<file path="src/rtl/quad_encoder_emulator_if.sv">
// Command channel for the quadrature encoder emulator.
// Master offers a motion command; slave accepts on valid && ready.
interface quad_encoder_emulator_if #(
  parameter int CNT_W = 24,
  parameter int PER_W = 16
);
  logic             cmd_valid;
  logic             cmd_ready;
  logic [CNT_W-1:0] cmd_steps;
  logic             cmd_dir;
  logic [PER_W-1:0] cmd_period;

  modport master (
    output cmd_valid, cmd_steps, cmd_dir, cmd_period,
    input  cmd_ready
  );

  modport slave (
    input  cmd_valid, cmd_steps, cmd_dir, cmd_period,
    output cmd_ready
  );
endinterface

</file>
<file path="src/rtl/quad_encoder_emulator.sv">
// Quadrature A/B generator with step count, direction and edge period.
// Optional index output quadZ is enabled by defining QUAD_EMU_INDEX_EN.
module quad_encoder_emulator #(
  parameter int CNT_W      = 24,
  parameter int PER_W      = 16,
  parameter int MIN_PERIOD = 8
`ifdef QUAD_EMU_INDEX_EN
  ,
  parameter int PPR        = 1024
`endif
) (
  input  logic                     clk,
  input  logic                     rst,
  quad_encoder_emulator_if.slave   cmd,
  input  logic                     abort,
  input  logic                     zero_cntrs,
  output logic                     quadA,
  output logic                     quadB,
  output logic                     busy,
  output logic                     done,
  output logic [CNT_W-1:0]         position
`ifdef QUAD_EMU_INDEX_EN
  ,
  output logic                     quadZ
`endif
);

  typedef enum logic [1:0] {
    IDLE = 2'd0,
    RUN  = 2'd1,
    DONE = 2'd2
  } state_t;

  state_t           state_q;
  logic [1:0]       phase_q, phase_d;
  logic [PER_W-1:0] timer_q, per_q, period_d;
  logic [CNT_W-1:0] rem_q, pos_q, pos_d;
  logic             dir_q, abort_q;
  logic             ready_q, busy_q, done_q;
  logic             step_en;

`ifdef QUAD_EMU_INDEX_EN
  localparam int IDX_W = (PPR > 1) ? $clog2(PPR) : 1;
  logic [IDX_W-1:0] idx_q, idx_d;
`endif

  assign step_en  = (state_q == RUN) && (timer_q == '0);
  assign period_d = (cmd.cmd_period < PER_W'(MIN_PERIOD))
                  ? PER_W'(MIN_PERIOD) : cmd.cmd_period;
  assign pos_d    = dir_q ? pos_q + CNT_W'(1) : pos_q - CNT_W'(1);

  // Next quadrature phase: A leads B going forward
  always_comb begin
    phase_d = phase_q;
    case ({dir_q, phase_q})
      3'b1_00: phase_d = 2'b10;
      3'b1_10: phase_d = 2'b11;
      3'b1_11: phase_d = 2'b01;
      3'b1_01: phase_d = 2'b00;
      3'b0_00: phase_d = 2'b01;
      3'b0_01: phase_d = 2'b11;
      3'b0_11: phase_d = 2'b10;
      3'b0_10: phase_d = 2'b00;
      default: phase_d = phase_q;
    endcase
  end

`ifdef QUAD_EMU_INDEX_EN
  // Index counter step, wrapping at 0 / PPR-1
  always_comb begin
    idx_d = idx_q;
    if (dir_q)
      idx_d = (idx_q == IDX_W'(PPR - 1)) ? '0 : idx_q + IDX_W'(1);
    else
      idx_d = (idx_q == '0) ? IDX_W'(PPR - 1) : idx_q - IDX_W'(1);
  end

  assign quadZ = (idx_q == '0) && (phase_q == 2'b00);
`endif

  // Motion FSM, edge timer, phase and position tracking
  always_ff @(posedge clk) begin
    if (!rst) begin
      state_q <= IDLE;
      phase_q <= 2'b00;
      timer_q <= '0;
      per_q   <= '0;
      rem_q   <= '0;
      pos_q   <= '0;
      dir_q   <= 1'b0;
      abort_q <= 1'b0;
      ready_q <= 1'b1;
      busy_q  <= 1'b0;
      done_q  <= 1'b0;
`ifdef QUAD_EMU_INDEX_EN
      idx_q   <= '0;
`endif
    end else begin
      done_q <= 1'b0;
      case (state_q)
        IDLE: begin
          if (cmd.cmd_valid) begin
            dir_q   <= cmd.cmd_dir;
            per_q   <= period_d;
            abort_q <= 1'b0;
            ready_q <= 1'b0;
            if (cmd.cmd_steps != '0) begin
              state_q <= RUN;
              timer_q <= period_d - PER_W'(1);
              rem_q   <= cmd.cmd_steps;
              busy_q  <= 1'b1;
            end else begin
              state_q <= DONE;
              done_q  <= 1'b1;
            end
          end
        end
        RUN: begin
          if (abort) abort_q <= 1'b1;
          if (timer_q != '0) begin
            timer_q <= timer_q - PER_W'(1);
          end else begin
            phase_q <= phase_d;
            rem_q   <= rem_q - CNT_W'(1);
            timer_q <= per_q - PER_W'(1);
            if (rem_q == CNT_W'(1) || abort || abort_q) begin
              state_q <= DONE;
              done_q  <= 1'b1;
              busy_q  <= 1'b0;
            end
          end
        end
        DONE: begin
          state_q <= IDLE;
          ready_q <= 1'b1;
        end
        default: begin
          state_q <= IDLE;
          ready_q <= 1'b1;
          busy_q  <= 1'b0;
        end
      endcase
      if (zero_cntrs) begin
        pos_q <= '0;
`ifdef QUAD_EMU_INDEX_EN
        idx_q <= '0;
`endif
      end else if (step_en) begin
        pos_q <= pos_d;
`ifdef QUAD_EMU_INDEX_EN
        idx_q <= idx_d;
`endif
      end
    end
  end

  assign cmd.cmd_ready = ready_q;
  assign quadA         = phase_q[1];
  assign quadB         = phase_q[0];
  assign busy          = busy_q;
  assign done          = done_q;
  assign position      = pos_q;

endmodule

</file>
<file path="src/flat_wrapper.sv">
// flat-port wrapper written by rule: the top's interface ports become plain ports
module quad_encoder_emulator_flat 
#(
  parameter int CNT_W      = 24,
  parameter int PER_W      = 16,
  parameter int MIN_PERIOD = 8

)
  (clk, rst, abort, zero_cntrs, quadA, quadB, busy, done, position, cmd_cmd_valid, cmd_cmd_steps, cmd_cmd_dir, cmd_cmd_period, cmd_cmd_ready);
  quad_encoder_emulator_if #(.CNT_W(CNT_W), .PER_W(PER_W)) cmd_i ();
  input  logic clk;
  input  logic rst;
  input  logic abort;
  input  logic zero_cntrs;
  output logic quadA;
  output logic quadB;
  output logic busy;
  output logic done;
  output logic [CNT_W-1:0] position;
  input wire logic [$bits(cmd_i.cmd_valid)-1:0] cmd_cmd_valid;
  input wire logic [$bits(cmd_i.cmd_steps)-1:0] cmd_cmd_steps;
  input wire logic [$bits(cmd_i.cmd_dir)-1:0] cmd_cmd_dir;
  input wire logic [$bits(cmd_i.cmd_period)-1:0] cmd_cmd_period;
  output wire logic [$bits(cmd_i.cmd_ready)-1:0] cmd_cmd_ready;
  assign cmd_i.cmd_valid = cmd_cmd_valid;
  assign cmd_i.cmd_steps = cmd_cmd_steps;
  assign cmd_i.cmd_dir = cmd_cmd_dir;
  assign cmd_i.cmd_period = cmd_cmd_period;
  assign cmd_cmd_ready = cmd_i.cmd_ready;
  quad_encoder_emulator #(.CNT_W(CNT_W), .PER_W(PER_W), .MIN_PERIOD(MIN_PERIOD)) u_core (.clk(clk), .rst(rst), .cmd(cmd_i), .abort(abort), .zero_cntrs(zero_cntrs), .quadA(quadA), .quadB(quadB), .busy(busy), .done(done), .position(position));
endmodule
</file>
<file path="config.mk">
export PLATFORM = sky130hd
export DESIGN_NAME = quad_encoder_emulator_flat
export DESIGN_NICKNAME = d
export VERILOG_FILES = /design/src/rtl/quad_encoder_emulator_if.sv /design/src/rtl/quad_encoder_emulator.sv /design/src/flat_wrapper.sv
export SDC_FILE = /design/constraint.sdc
export NUM_CORES = 1
export LEC_CHECK = 0
export ABC_AREA = 1
export BUFFER_PORTS_ARGS = -buffer_cell sky130_fd_sc_hd__buf_2
export CORE_UTILIZATION = 45
export CTS_CLUSTER_SIZE = 25
export DETAILED_ROUTE_END_ITERATION = 8
export PLACE_DENSITY = 0.67
export SYNTH_ARGS = -nofsm -noshare
export SYNTH_HDL_FRONTEND = slang
export SYNTH_SLANG_ARGS = --single-unit
export TNS_END_PERCENT = 30
</file>
<file path="constraint.sdc">
create_clock -name clk -period 2.3 [get_ports clk]
set_clock_uncertainty 0.05 [all_clocks]
set_input_delay 0.46 -clock clk [delete_from_list [all_inputs] [get_ports clk]]
set_output_delay 0.46 -clock clk [all_outputs]
set_load 0.02 [all_outputs]
</file>
==> metrics, run 1 <==
Core Box Area=0.01383 sq mm; pin count of the biggest net entering global routing=38; ys flop type=dfxtp_1; # port buffers=74; worst-path cell chain=clkinvlp_4, buf_8, buf_8, ha_4, a21oi_4, buf_4, nor2_1, o21ai_1, nand2_1, a31oi_2, or2_2, nand3_1, o211ai_1, inv_1; run status=complete, but fails checks; Sw Ratio=~37%; Worst Setup Path Type=reg -> reg; RSZ-0062 raised after global routing=true; failing checks=setup timing; synthesized instance count=1000; worst vdd rail ir drop=~330 uV; nets=1244; Cell variety after synth=45; filler-free cell count of the finished design=around 1400; 1st-pass router iterations=6; hold buffers post-CTS=0; leading post-synthesis cells by cell area=dfxtp_1, nand2_1, nor2_1; dpl hpwl=13450 um; Pwr Total=5.592 mW; Max Cap Viol=0; first-pass GRT wire length=30390 um; combinational power share=36.8%; Util after Layout=62.84%; Slew HR=53.66%; worst path bufs/invs=5; Slowest-stage cell, CP=dfxtp_2; Starting Density=between 40% and 50%; TritonCTS Sinks=89; DRT antenna net count=0; R2R Setup Slk=-0.06 ns; Hold Startpoint=cmd_cmd_steps[9]; I/O pin count=75; Slew Limit Fails=0; DRC=0; Seq/Total Area, Yosys=28.05%; Synth top area share=28.05%; fill count=roughly 1300; htree depth=3; Reg-to-Reg End=u_core.position[9]$_SDFFE_PP0P_; initial antenna violation count=0; CTS max path bufs=2; WP depth=14; NetSw=around 2.1 mW; Clock Power Share=30.3%; vias in the first global route=between 6000 and 7000; worst hold endpoint=u_core.rem_q[9]$_SDFFE_PN0P_; gpl congestion=0.9738; Placement Cell Area=0.007611 sq mm; GRT overflow=0; critical path's top delay family=buffers and inverters; Hold Path Cell Cnt=3; Die ar.=0.01459 sq mm; Static Leak=4.312 nW; number of diodes=0; worst-case reg-to-reg path depth=14; P_int=3.528 mW; drt initial violations=between 400 and 500; maximum fanout along the worst path=5; Yosys warning count=0; Worst EP required=~2.5 ns; die height=120.8 um; worst r2r src=u_core.dir_q$_SDFFE_PN0P_; Tcrit/Tclk final=102.8%; CP Capture Type=register; sequential share of power=32.9%; # setup viols final=7; DR vias=7248; Final Hold Violating Endpoints=0; Layout area overhead=36.80%; CTS tree=done; most frequent cell after synthesis=nand2_1; P per Cell Area=roughly 640 mW/mm^2; Least-Margin Pin Slew=0.6943 ns; row count=43; cell area after layout=0.008688 sq mm; Max stage delay on crit path=0.35 ns; post-synth top area cell=dfxtp_1; Total Routed Length=19390 um; CTS root buf=clkbuf_16; worst setup margin=-0.06496 ns; post-layout minimum cycle time=around 2.4 ns; Post-synth EDFFs=0; final setup TNS=-0.2535 ns; clock-pin slew on the worst setup and hold paths=0.07 ns; CP most frequent cell=buf_8; Inserted Clock Buffers=9; share of layout cells above drive strength 1=30.67%; ys async rst share=0%; Syn Area/Cell=6.351 sq um; Synth Net Count=1072; Hold Path Class=in -> reg; worst skew pair latency=0.36 ns; #FFs+latches synth=89; Global Route Usage Sum=between 20% and 30%; crit path DAT=2.57 ns; FMAX=0.4228 GHz; Syn Std Cell Area=0.006351 sq mm; WL per Instance=14.29 um; Critical Path Source Type=register; placed instance count=approximately 1300; drt via density=between 5 and 6; die width=120.8 um; top cells by count, synth=nand2_1, nor2_1, inv_1, dfxtp_1, o21ai_0
[power groups by stage]
stage	sequential (mW)	clock, mW	combinational, mW
detailed placement	1.86	0	1.76
finish	1.84	1.70	2.06
global placement	1.86	0	1.74
floorplan	1.83	0	1.20
global route	1.86	1.77	2.29
CTS	1.83	1.72	1.83
[cell families (layout without fill, tap and decap cells)]
group,Yosys count,in the layout,share of synthesized area (%)
compound gates,222,222,19.66
xor+xnor,15,15,2.069
fa+ha+maj,26,26,5.240
buf+inv,163,340,10.07
flops,89,89,28.05
simple gates,485,485,34.91
[metrics by stage]
step	hold WS (ns)	worst slack, ns
2_1_floorplan	0.3741	-0.08836
5_1_grt	0.3373	-0.1843
3_3_place_gp	0.3905	-0.1993
6_report	0.3201	-0.06496
4_1_cts	0.3128	-0.02031
3_5_place_dp	0.3962	-0.2064
[worst max-delay path by stage]
stage / from / to / slack (ns)
2_1_floorplan: u_core.dir_q$_SDFFE_PN0P_ / u_core.position[19]$_SDFFE_PP0P_ / -0.09
3_3_place_gp: u_core.dir_q$_SDFFE_PN0P_ / u_core.position[16]$_SDFFE_PP0P_ / -0.20
3_5_place_dp: u_core.dir_q$_SDFFE_PN0P_ / u_core.position[16]$_SDFFE_PP0P_ / -0.21
4_1_cts: u_core.dir_q$_SDFFE_PN0P_ / u_core.position[16]$_SDFFE_PP0P_ / -0.02
5_1_grt: u_core.dir_q$_SDFFE_PN0P_ / u_core.position[22]$_SDFFE_PP0P_ / -0.18
6_report: u_core.dir_q$_SDFFE_PN0P_ / u_core.position[9]$_SDFFE_PP0P_ / -0.06
[sequential cells by signal, summed over array words and instances (netlist names)]
register	count
u_core.dir_q	1
u_core.done	1
u_core.cmd.cmd_ready	1
u_core.timer_q	16
u_core.phase_q	2
u_core.rem_q	24
u_core.state_q	2
u_core.abort_q	1
u_core.busy	1
u_core.position	24
u_core.per_q	16
[cells in the final DEF (no fill, tap or decap), types with 10 or more instances in the layout]
master	synthesis	layout
nand3_1	67	63
nor2_1	124	105
nor2_2	6	20
o21ai_0	78	65
buf_2	15	74
nand2_1	210	189
buf_4	0	117
a21oi_1	69	54
nand4_1	27	27
dfxtp_1	89	85
nand2_2	4	22
nor2_4	5	10
ha_4	0	19
inv_1	120	112
o21ai_1	12	21
nor3_1	14	10
a31oi_1	18	17
inv_2	6	12
a21oi_2	2	14
[final cells by class]
class                      count  area [sq um]  area share [%]
clock buffer                  10         239.0           2.751
clock inverter                 6         97.59           1.123
inverter                     126         478.0           5.501
multi-input combinational    748          4509           51.90
sequential                    89          1787           20.56
tap                          180         225.2           2.592
timing repair buffer         198          1353           15.57
[layer usage]
metal | wire length, um | vias up | track usage (%)
met1 | 8416 | 3386 | 31.70
met2 | 9772 | 180 | 47.27
met3 | 801 | 29 | 3.774
li1 | - | 3653 | -
met5 | 0 | - | 0
met4 | 400 | 0 | 7.485
[repair_timing]
action,CTS,global route
gates resized for setup,32,116
pin swaps,5,41
buffers inserted,7,9
endpoints found under the setup margin,14,45
[worst reg2reg max path, delay by kind of cell, from the launching register on]
kind	cells	cell delay, ns
buf+inv	5	0.75
compound gates	4	0.62
flops	1	0.35
simple gates	4	0.33
fa+ha+maj	1	0.16
(Power assumes the default switching activity.)
==> inputs of run 2 (changes only) <==
--- a/config.mk
+++ b/config.mk
@@ -10,7 +10,7 @@
 export CORE_UTILIZATION = 45
 export CTS_CLUSTER_SIZE = 25
 export DETAILED_ROUTE_END_ITERATION = 8
-export PLACE_DENSITY = 0.67
+export PLACE_DENSITY = 0.64
 export SYNTH_ARGS = -nofsm -noshare
 export SYNTH_HDL_FRONTEND = slang
 export SYNTH_SLANG_ARGS = --single-unit
==> constraint.sdc (replaced) <==
create_clock -name clk -period 2.46 [get_ports clk]
set_clock_uncertainty 0.05 [all_clocks]
set_input_delay 0.492 -clock clk [delete_from_list [all_inputs] [get_ports clk]]
set_output_delay 0.492 -clock clk [all_outputs]
set_load 0.02 [all_outputs]
==> run 2 against run 1 <==
Net effect:
- the flow now finishes without violations
- cell count fell by 3.8%
- flip-flop and latch count did not move
- non-clock buffer count fell by 51
- global-route usage fell by 0.34 points
- power fell by 16%
- setup slack improved by 0.24 ns
- fmax rose by 3.3%
- critical path depth did not move
- largest power group is now registers
==> metrics, run 2 (synthesized netlist as in run 1, its figures left out) <==
Clock Power Share=28.7% (-1.6 points); Core Box Area=0.01383 sq mm (unchanged); share of layout cells above drive strength 1=19.63% (-11 points); Global Route Usage Sum=25.73% (-0.34 points); placed instance count=1285 (-3.0%); Final Hold Violating Endpoints=0 (unchanged); maximum fanout along the worst path=10 (+5); Total Routed Length=17870 um (-7.8%); TritonCTS Sinks=89 (unchanged); number of diodes=0 (unchanged); initial antenna violation count=0 (unchanged); Least-Margin Pin Slew=0.4724 ns (-0.2219 ns); htree depth=3 (unchanged); P per Cell Area=608.6 mW/mm^2 (-5.4%); RSZ-0062 raised after global routing=true; run status=finished clean; # port buffers=74 (unchanged); Worst Setup Path Type=reg -> reg; Hold Path Class=in -> reg; FMAX=0.4368 GHz (+3.3%); worst skew pair latency=0.35 ns (about the same); CP most frequent cell=nand2_1; die height=120.8 um (unchanged); row count=43 (unchanged); first-pass GRT wire length=29830 um (-1.8%); DRC=0 (unchanged); P_int=2.950 mW (-16%); CTS max path bufs=2 (unchanged); cell area after layout=0.007726 sq mm (-11%); Max stage delay on crit path=0.34 ns (about the same); gpl congestion=0.9257 (-4.9%); critical path's top delay family=compound AO/OA/AOI/OAI gates; DRT antenna net count=0 (unchanged); NetSw=1.752 mW (-15%); Pwr Total=4.702 mW (-16%); dpl hpwl=13600 um (+1.1%); Min Hold Slack=0.3549 ns (+0.03483 ns); drt initial violations=520 (+13%); worst vdd rail ir drop=388.0 uV (+16%); DR vias=6794 (-6.3%); Setup WS pre-CTS=-0.01065 ns (+0.1958 ns); post-layout minimum cycle time=2.290 ns (-0.07545 ns); crit path DAT=2.49 ns (-0.08 ns); sequential share of power=36.4% (+3.5 points); drt via density=5.202 (-2.6%); pin count of the biggest net entering global routing=41 (+7.9%); die width=120.8 um (unchanged); CP Capture Type=register; Slew HR=68.26% (+15 points); commonest non-fill, non-tap cell in the layout=nand2_1; Slowest-stage cell, CP=dfxtp_1; Worst EP required=2.66 ns (+0.16 ns); Die ar.=0.01459 sq mm (unchanged); Max Cap Viol=0 (unchanged); # setup viols final=0 (-7); worst path bufs/invs=5 (unchanged); GRT overflow=0 (unchanged); I/O pin count=75 (unchanged); worst-path cell chain=inv_2, buf_12, ha_1, a21oi_1, a21boi_0, nand2_1, a21oi_2, buf_4, inv_1, nand2_1, nand2_1, xor2_1, o21bai_1, inv_1; Placement Cell Area=0.007336 sq mm (-3.6%); Inserted Clock Buffers=9 (unchanged); Starting Density=45.93% (unchanged); Static Leak=3.983 nW (-7.6%); WL per Instance=13.68 um (-4.2%); Critical Path Source Type=register; nets=1193 (-4.1%); Slew Limit Fails=0 (unchanged); Util after Layout=55.88% (-7.0 points); final setup TNS=0 ns (+0.2535 ns); worst setup margin=0.1705 ns (+0.2355 ns); filler-free cell count of the finished design=1306 (-3.8%); Layout area overhead=21.65%; most frequent cells in the layout=nand2_1, nor2_1, inv_1; Sw Ratio=37.26% (+0.36 points); CTS tree=done; clock-pin slew on the worst setup and hold paths=0.07 ns (about the same); combinational power share=34.9% (-1.9 points); CTS root buf=clkbuf_16; Tcrit/Tclk final=93.07% (-9.8 points); vias in the first global route=6168 (-5.1%); 1st-pass router iterations=8 (+2)
run 2: cell types whose count changed in the layout (fill, tap and decap cells not counted), moves of 5 or more:
| cell | change |
|---|---|
| a21oi_1 | +8 |
| a21oi_2 | -5 |
| buf_4 | -47 |
| ha_1 | +17 |
| ha_4 | -17 |
| inv_1 | +7 |
| inv_2 | -5 |
| nand2_1 | +19 |
| nand2_2 | -16 |
| nor2_1 | +17 |
| nor2_2 | -13 |
| o21ai_0 | +11 |
| o21ai_1 | -7 |
run 2: final cells by class:
class / count / area, sq um
multi-input cells: 748 / 4006
clock inverters: 4 / 27.53
inverters: 126 / 473.0
repair buffers: 147 / 955.9
well taps: 180 / 225.2
fillers: 1412 / 6101
clock buffers: 12 / 256.5
flip-flops and latches: 89 / 1782
run 2: path summary, 6_finish.rpt:
kind / from / to / slack, ns / depth (start not counted)
worst max-delay path: u_core.dir_q$_SDFFE_PN0P_ / u_core.position[19]$_SDFFE_PP0P_ / 0.17 / 14
worst min-delay path: cmd_cmd_period[14] / u_core.per_q[14]$_SDFFE_PN0P_ / 0.35 / 3
worst max register to register: u_core.dir_q$_SDFFE_PN0P_ / u_core.position[19]$_SDFFE_PP0P_ / 0.17 / 14
worst min register to register: u_core.per_q[4]$_SDFFE_PN0P_ / u_core.per_q[4]$_SDFFE_PN0P_ / 0.41 / 2
run 2: power by group through the flow:
stage	logic, mW	registers (mW)	clock network, mW
5_1_grt	1.85	1.73	1.44
3_5_place_dp	1.60	1.74	0
6_report	1.64	1.71	1.35
3_3_place_gp	1.58	1.74	0
2_1_floorplan	1.12	1.71	0
4_1_cts	1.61	1.71	1.38
run 2: timing repair:
item | in CTS | in global routing
setup buffers | 0 | 5
gates resized for setup | 0 | 18
hold buffers | 0 | 0
hold endpoints to repair | 0 | 0
setup endpoints to repair | 0 | 18
run 2: metal layers:
metal / vias up / part of all wire (%) / GRT usage, %
li1: 3575 / - / -
met3: 22 / 3.8 / 2.877
met2: 149 / 48 / 44.54
met4: 0 / 1.8 / 9.259
met5: - / 0 / 0
met1: 3048 / 47 / 32.81
run 2: tightest hold or removal path: cells and delay by family:
family,cells,cell delay (ns)
buffers and inverters,2,0.12
AO/OA/AOI/OAI,1,0.11
==> inputs of run 3 (changes only) <==
--- a/config.mk
+++ b/config.mk
@@ -10,7 +10,6 @@
 export CORE_UTILIZATION = 45
 export CTS_CLUSTER_SIZE = 25
 export DETAILED_ROUTE_END_ITERATION = 8
-export PLACE_DENSITY = 0.64
 export SYNTH_ARGS = -nofsm -noshare
 export SYNTH_HDL_FRONTEND = slang
 export SYNTH_SLANG_ARGS = --single-unit
==> constraint.sdc (replaced) <==
create_clock -name clk -period 2.6 [get_ports clk]
set_clock_uncertainty 0.05 [all_clocks]
set_input_delay 0.52 -clock clk [delete_from_list [all_inputs] [get_ports clk]]
set_output_delay 0.52 -clock clk [all_outputs]
set_load 0.02 [all_outputs]
==> run 3 against run 2 <==
Net effect:
- setup slack worse by 0.0048 ns
- combinational power down 12%
- cell count down 3.4%
- fmax down 5.9%
- global-route usage up 0.074 points
- die area unchanged
- power down 6.8%
- wire length down 0.72%
- critical path depth unchanged
- sequential share of layout area up 1.1 points
- core utilization down 2.6 points
==> metrics, run 3 (synthesized netlist as in run 1, its figures left out) <==
run status=finished clean; filler-free cell count of the finished design=1262 (-3.4%); Worst EP required=2.82 ns (+0.16 ns); commonest non-fill, non-tap cell in the layout=nand2_1; Layout area overhead=15.90%; P_int=2.760 mW (-6.4%); Core Box Area=0.01383 sq mm (unchanged); Inserted Clock Buffers=9 (unchanged); clock-pin slew on the worst setup and hold paths=0.06 ns (about the same); WL per Instance=14.06 um (+2.7%); die height=120.8 um (unchanged); worst vdd rail ir drop=330.0 uV (-15%); htree depth=3 (unchanged); die width=120.8 um (unchanged); Post-CTS Setup Bufs=0 (unchanged); most frequent cells in the layout=nand2_1, nor2_1, inv_1; DRC=0 (unchanged); sequential share of power=36.9% (+0.5 points); CTS root buf=clkbuf_16; Global Route Usage Sum=25.80% (+0.074 points); Util after Layout=53.24% (-2.6 points); Starting Density=45.93% (unchanged); Setup crit start=u_core.dir_q$_SDFFE_PN0P_; maximum fanout along the worst path=13 (+3); drt via density=5.228 (+0.50%); drt initial violations=396 (-24%); initial antenna violation count=1 (+1); gpl congestion=0.9279 (+0.24%); row count=43 (unchanged); Static Leak=3.763 nW (-5.5%); # port buffers=74 (unchanged); GRT overflow=0 (unchanged); pin count of the biggest net entering global routing=41 (unchanged); CTS max path bufs=2 (unchanged); Total Routed Length=17740 um (-0.72%); number of diodes=0 (unchanged); nets=1151 (-3.5%); Sw Ratio=37.01% (-0.25 points); Resize count post-CTS=0 (unchanged); worst skew pair latency=0.35 ns (about the same); placed instance count=1248 (-2.9%); Least-Margin Pin Slew=0.6978 ns (+0.2253 ns); first-pass GRT wire length=29940 um (+0.37%); share of layout cells above drive strength 1=15.53% (-4.1 points); Slew HR=53.43% (-15 points); Hold Path Class=in -> reg; Die ar.=0.01459 sq mm (unchanged); combinational power share=33.0% (-1.9 points); Slew Limit Fails=0 (unchanged); vias in the first global route=6275 (+1.7%); post-layout minimum cycle time=2.434 ns (+0.1448 ns); worst r2r src=u_core.dir_q$_SDFFE_PN0P_; TritonCTS Sinks=89 (unchanged); CTS tree=done; Hold Startpoint=cmd_cmd_period[10]; hold buffers post-CTS=0 (unchanged); Final Hold Violating Endpoints=0 (unchanged); Critical Path Source Type=register; DR vias=6598 (-2.9%); P per Cell Area=595.4 mW/mm^2 (-2.2%); Max Cap Viol=0 (unchanged); dpl hpwl=13120 um (-3.5%); Tcrit/Tclk final=93.63% (+0.56 points); # setup viols final=0 (unchanged); 1st-pass router iterations=5 (-3); DRT antenna net count=0 (unchanged); CP Capture Type=register; NetSw=1.622 mW (-7.4%); FMAX=0.4108 GHz (-5.9%); I/O pin count=75 (unchanged); Clock Power Share=30.2% (+1.5 points); Worst Setup Path Type=reg -> reg; RSZ-0062 raised after global routing=true; crit path DAT=2.66 ns (+0.17 ns)
==> run 3: cell type report <==
class / count / area (sq um)
multi-input combinational: 748 / 3968
clock inverter: 3 / 42.54
clock buffer: 11 / 242.7
tap: 180 / 225.2
inverter: 126 / 473.0
fill: 1437 / 6466
timing repair buffer: 105 / 628.1
sequential: 89 / 1782
==> run 3: stage by stage <==
stage | setup slack (ns) | hold slack, ns | setup TNS [ns] | total power, mW | instance area, sq um
after floorplan | 0.2116 | 0.3741 | 0 | 2.687 | 6351
after global placement | 0.09547 | 0.3889 | 0 | 3.069 | 7046
after detailed placement | 0.08067 | 0.3910 | 0 | 3.070 | 7046
after CTS | 0.07500 | 0.3783 | 0 | 4.400 | 7331
after global routing | -0.03289 | 0.3923 | -0.04838 | 4.684 | 7361
final | 0.1657 | 0.3879 | 0 | 4.383 | 7361
==> run 3: critical path: stages, from the launching register on <==
cell and delay, ns:
dfxtp_1 0.34, inv_2 0.09, buf_12 0.16, buf_4 0.15, ha_1 0.32, inv_1 0.09, o21ai_0 0.13, a21oi_1 0.22
nor2_1 0.06, nor3_1 0.15, o21ai_0 0.11, buf_4 0.16, xor2_1 0.12, nand2_1 0.07, a21oi_1 0.14
==> run 3: routing by layer <==
| metal | global-route usage [%] | vias to the layer above | share of wire (%) |
|---|---|---|---|
| li1 | - | 3484 | - |
| met1 | 31.58 | 2982 | 46 |
| met2 | 46.12 | 111 | 49 |
| met3 | 3.255 | 21 | 2.9 |
| met4 | 9.105 | 0 | 2.1 |
| met5 | 0 | - | 0 |
==> run 3: final timing paths <==
path / to / cells after the start / slack [ns]
worst max-delay path: u_core.position[23]$_SDFFE_PP0P_ / 14 / 0.17
worst min-delay path: u_core.per_q[10]$_SDFFE_PN0P_ / 3 / 0.39
worst max register to register: u_core.position[23]$_SDFFE_PP0P_ / 14 / 0.17
worst min register to register: u_core.per_q[4]$_SDFFE_PN0P_ / 2 / 0.39
==> run 3: power by group through the flow <==
stage / registers (mW) / clock network (mW) / logic [mW]
2_1_floorplan: 1.62 / 0 / 1.06
3_3_place_gp: 1.64 / 0 / 1.42
3_5_place_dp: 1.64 / 0 / 1.43
4_1_cts: 1.61 / 1.35 / 1.44
5_1_grt: 1.63 / 1.41 / 1.65
6_report: 1.62 / 1.32 / 1.45
